$ cat src/rtl/scan_loader.sv
// Configuration scan-chain feeder: accepts words over valid/ready and shifts CHAIN_LEN bits onto se/si.
// Define SCAN_READBACK_EN to capture the previous chain contents from so and emit them as words.
module scan_loader #(
  parameter int unsigned CHAIN_LEN  = 92,
  parameter int unsigned DATA_WIDTH = 16,
  parameter int unsigned CNT_WIDTH  = 7
) (
  input  logic                  clk,
  input  logic                  reset,
  input  logic                  start,
  input  logic                  abort,
  input  logic [DATA_WIDTH-1:0] cfg_data,
  input  logic                  cfg_valid,
  output logic                  cfg_ready,
  output logic                  se,
  output logic                  si,
  input  logic                  so,
  output logic                  busy,
  output logic                  cfg_done
`ifdef SCAN_READBACK_EN
  ,
  output logic [DATA_WIDTH-1:0] rdbk_data,
  output logic                  rdbk_valid,
  output logic                  rdbk_last
`endif
);

  localparam int unsigned WORDS = (CHAIN_LEN + DATA_WIDTH - 1) / DATA_WIDTH;
  localparam int unsigned REM   = CHAIN_LEN - (WORDS - 1) * DATA_WIDTH;
  localparam int unsigned PW    = $clog2(DATA_WIDTH);
  localparam int unsigned WCW   = $clog2(WORDS + 1);

  typedef enum logic [1:0] {IDLE, WAIT_WORD, SHIFT, DONE} state_t;

  state_t                state, state_n;
  logic [DATA_WIDTH-1:0] shreg, shreg_n;
  logic [CNT_WIDTH-1:0]  bit_cnt, bit_cnt_n;
  logic [WCW-1:0]        word_cnt, word_cnt_n;
  logic [PW-1:0]         pos_cnt, pos_cnt_n;
  logic                  se_n, si_n, ready_n, busy_n, done_n;
  logic                  abort_c, last_word_c, word_end_c, chain_end_c;

  assign abort_c     = abort && (state != IDLE);
  assign last_word_c = (word_cnt == WCW'(WORDS - 1));
  assign chain_end_c = (bit_cnt == CNT_WIDTH'(CHAIN_LEN - 1));
  assign word_end_c  = (state == SHIFT) &&
                       (last_word_c ? (pos_cnt == PW'(REM - 1)) : (pos_cnt == PW'(DATA_WIDTH - 1)));

  // State, datapath and registered outputs
  always_ff @(posedge clk or posedge reset) begin
    if (reset) begin
      state     <= IDLE;
      shreg     <= '0;
      bit_cnt   <= '0;
      word_cnt  <= '0;
      pos_cnt   <= '0;
      se        <= 1'b0;
      si        <= 1'b0;
      cfg_ready <= 1'b0;
      busy      <= 1'b0;
      cfg_done  <= 1'b0;
    end else begin
      state     <= state_n;
      shreg     <= shreg_n;
      bit_cnt   <= bit_cnt_n;
      word_cnt  <= word_cnt_n;
      pos_cnt   <= pos_cnt_n;
      se        <= se_n;
      si        <= si_n;
      cfg_ready <= ready_n;
      busy      <= busy_n;
      cfg_done  <= done_n;
    end
  end

  // Next state; outputs are derived from the next state so they register in step with it
  always_comb begin
    state_n    = state;
    shreg_n    = shreg;
    bit_cnt_n  = bit_cnt;
    word_cnt_n = word_cnt;
    pos_cnt_n  = pos_cnt;

    case (state)
      IDLE: begin
        if (start) begin
          state_n    = WAIT_WORD;
          shreg_n    = '0;
          bit_cnt_n  = '0;
          word_cnt_n = '0;
          pos_cnt_n  = '0;
        end
      end
      WAIT_WORD: begin
        if (cfg_valid) begin
          // The short last word is left-aligned so its top REM bits shift out first
          shreg_n   = last_word_c ? (cfg_data << (DATA_WIDTH - REM)) : cfg_data;
          pos_cnt_n = '0;
          state_n   = SHIFT;
        end
      end
      SHIFT: begin
        shreg_n   = shreg << 1;
        bit_cnt_n = bit_cnt + CNT_WIDTH'(1);
        pos_cnt_n = pos_cnt + PW'(1);
        if (word_end_c) begin
          pos_cnt_n = '0;
          if (chain_end_c) begin
            state_n = DONE;
          end else begin
            word_cnt_n = word_cnt + WCW'(1);
            state_n    = WAIT_WORD;
          end
        end
      end
      DONE:    state_n = IDLE;
      default: state_n = IDLE;
    endcase

    if (abort_c) begin
      state_n    = IDLE;
      shreg_n    = '0;
      bit_cnt_n  = '0;
      word_cnt_n = '0;
      pos_cnt_n  = '0;
    end

    se_n    = (state_n == SHIFT);
    si_n    = se_n & shreg_n[DATA_WIDTH-1];
    ready_n = (state_n == WAIT_WORD);
    busy_n  = (state_n != IDLE);
    done_n  = (state_n == DONE);
  end

`ifdef SCAN_READBACK_EN
  logic [DATA_WIDTH-1:0] rb_q;

  // so is sampled on each shifting edge; word boundaries follow the outgoing word layout
  always_ff @(posedge clk or posedge reset) begin
    if (reset) begin
      rb_q       <= '0;
      rdbk_data  <= '0;
      rdbk_valid <= 1'b0;
      rdbk_last  <= 1'b0;
    end else begin
      rdbk_valid <= 1'b0;
      rdbk_last  <= 1'b0;
      if (abort_c) begin
        rb_q <= '0;
      end else if (se) begin
        if (word_end_c) begin
          rdbk_data  <= {rb_q[DATA_WIDTH-2:0], so};
          rdbk_valid <= 1'b1;
          rdbk_last  <= chain_end_c;
          rb_q       <= '0;
        end else begin
          rb_q <= {rb_q[DATA_WIDTH-2:0], so};
        end
      end
    end
  end
`else
  logic unused_so;
  assign unused_so = so;
`endif

endmodule

$ cat config.mk
export PLATFORM = sky130hd
export DESIGN_NAME = scan_loader
export DESIGN_NICKNAME = d
export VERILOG_FILES = /design/src/rtl/scan_loader.sv
export SDC_FILE = /design/constraint.sdc
export NUM_CORES = 1
export LEC_CHECK = 0
export ABC_AREA = 1
export BUFFER_PORTS_ARGS = -buffer_cell sky130_fd_sc_hd__buf_2
export CAP_MARGIN = 0
export CORE_AREA = 2 2 67 69
export CTS_CLUSTER_SIZE = 40
export DETAILED_ROUTE_END_ITERATION = 8
export DIE_AREA = 0 0 69 71
export PLACE_DENSITY = 0.77
export SYNTH_ARGS = -nofsm -noshare
export SYNTH_HDL_FRONTEND = slang
export SYNTH_SLANG_ARGS = --single-unit
export TNS_END_PERCENT = 1
$ cat constraint.sdc
create_clock -name clk -period 1.35 [get_ports clk]
set_input_delay 0 -clock clk [delete_from_list [all_inputs] [get_ports clk]]
set_output_delay 0 -clock clk [all_outputs]
set_load 0.05 [all_outputs]
==> run metrics <==
vias in the first global route=~1700; worst hold path startpoint=cfg_data[3]; Final Core Density=59.82%; fraction of layout cells with a size suffix above 1=25.78%; root buf cell=clkbuf_8; Top Ports=27; CTS Buf Count=5; Critical Path End Type=flip-flop; final hold vios=0; Power Dens Cells=1422 nW/um^2; port bufs=25; r2r worst-path depth=8; max_cap viols=0; CP max stage delay=380 ps; worst r2r dst=busy; Buf/Inv on CP=2; Synth Net Count=approximately 300; Final Skew=4.487 ps; ys async rst share=100.0%; critical path class=reg2reg; DR iter-0 viols=roughly 100; Synth area leaders=dfrtp_1 (45%), nand2_1 (13%), inv_1 (6.7%), o21ai_0 (6.1%), nand3_1 (5.8%); drt drc=0; leakage power=around 1.3 nW; Slew @ Worst Pin=461.1 ps; first-pass GRT wire length=7652 um; setup_tns=-394.8 ps; Rel. slew slack=69.26%; part of the cycle the worst path needs=104.4%; CP cell instances=inv_1, ha_2, nand2_2, nand2_1, nand3b_1, nand2_4, buf_4, nand4_1; clock buffer depth=2; CTS sink cnt=37; Die Y=between 70 and 80 um; Fin Hold WS=approximately 17 ps; # H-tree levels=2; clk_lat worst skew=approximately 290 ps; Top FF cell, synth=dfrtp_1; setup ws final=-59.96 ps; Reg2Reg Setup Slack=-60 ps; status=finished with violations; placed instance area=2335 um^2; setup violators final=10; fmax=roughly 0.71 GHz; Syn Area/Cell=7.590 um^2; total global-route track usage=19.37%; RePlAce Congestion=0.8695; Final #Nets=between 300 and 400; drt first pass iters=4; dpl hpwl=3286 um; count of cell types in the netlist=26; RSZ-0062 raised after global routing=true; Inst Count DP=360; pre-CTS WS=-20.63 ps; fin crit period=1410 ps; Synth top area share=44.85%; critical path peak fanout=7; number of synthesized register bits=37; post-route ant nets=0; Power, Total=3.575 mW; worst hold path depth=3; Antenna Cells=0; wire length per cell=12.11 um; CP max-delay cell=dfrtp_1; vias per cell=approximately 5.1; hold path endpoint=shreg[3]; VDD IR max=898.2 uV; Post-synth EDFFs=0; largest net degree at the start of global routing=38; Initial Utilization=49.11%; Final Instance Area=2515 um^2; WP data arrival=1570 ps; Mapped Cells=around 270; GR Overflow Total=0; worst r2r src=word_cnt[1]; Clock transition at path regs=70 ps; most frequent cell after synthesis=nand2_1; startpoint types=flip-flop; Synth Cell Area=around 2100 um^2; failing checks=setup timing; initial antenna violation count=0; Slew Viols, Final=0; register area share after synthesis=44.85%; final std cells w/o fill=374; Core Box Area=4204 um^2; total number of yosys warnings=0; Post-synth top cells=nand2_1 (71), dfrtp_1 (37), inv_1 (37), o21ai_0 (25), nand3_1 (24); Worst EP required=1510 ps; CTS tree=done; number of core rows=24; P&R area growth vs syn=21.82%; Synth area leader=dfrtp_1; CP top delay family=simple AND/OR/NAND/NOR gates; via count of the routed design=1901; Die ar.=approximately 5000 um^2; HP Class=in2reg; Die X=69 um; Routed WL=4528 um
[flip-flops by register name, summed over array words and instances (netlist names), 2 cells and up]
register and count:
state 2, shreg 16, bit_cnt 7, word_cnt 3, pos_cnt 4
[repair_timing]
action | CTS | global route
hold buffers | 3 | 0
resized for setup | 7 | 12
endpoints found under the setup margin | 9 | 29
cloned | 0 | 0
setup buffers | 0 | 4
pin swaps | 2 | 5
hold endpoints to repair | 39 | 0
[tightest hold or removal path: stages]
cell      delay [ps]
buf_2             90
nand3_1           70
o211ai_1          90
[layer usage]
| layer | global-route usage [%] | part of all wire, % | routed length (um) | vias up |
|---|---|---|---|---|
| met5 | 0 | 0 | 0 | - |
| met4 | 6.536 | 1.1 | 51 | 0 |
| met3 | 3.989 | 4.3 | 196 | 5 |
| met2 | 31.52 | 48 | 2157 | 40 |
| met1 | 25.98 | 47 | 2123 | 888 |
| li1 | - | - | - | 968 |
[cells in the final DEF, fill, tap and decap left out, types with 6 or more instances in the layout]
master / n
buf_2: 25
buf_4: 23
clkbuf_8: 6
dfrtp_1: 37
inv_1: 34
nand2_1: 68
nand2_2: 10
nand3_1: 23
nand4_1: 8
nor2_1: 20
o21ai_0: 18
o21ai_1: 12
[how the worst max path moves through the flow]
stage | start | to | slack [ps] | cells past startpoint
finish | word_cnt[1] | busy | -60 | 8
CTS | word_cnt[0] | cfg_done | -20 | 9
detailed placement | word_cnt[0] | si | -20 | 8
global route | word_cnt[1] | se | -170 | 9
floorplan | word_cnt[0] | si | 60 | 8
global placement | word_cnt[0] | si | 10 | 8
[report_power, final]
part | total, mW | switching, mW | internal [mW]
combinational | 1.36 | 0.893 | 0.467
sequential | 1.44 | 0.117 | 1.32
clock | 0.779 | 0.374 | 0.405
[area by class of cell]
class / count / area (um^2)
Tap cell: 52 / 65.06
Sequential cell: 37 / 925.9
Clock buffer: 7 / 86.33
Timing Repair Buffer: 52 / 339.1
Inverter: 39 / 146.4
Multi-Input combinational cell: 187 / 952.2
Fill cell: 361 / 1689
[kinds of logic after synthesis]
kind of cell    Yosys count  synth area share, %
buf+inv                  48                10.48
simple gates            140                30.85
xor+xnor                  2               0.8486
fa+ha+maj                 4                2.424
flops                    37                44.85
compound gates           41                10.55
No activity file was read; power rests on OpenSTA's default activity.
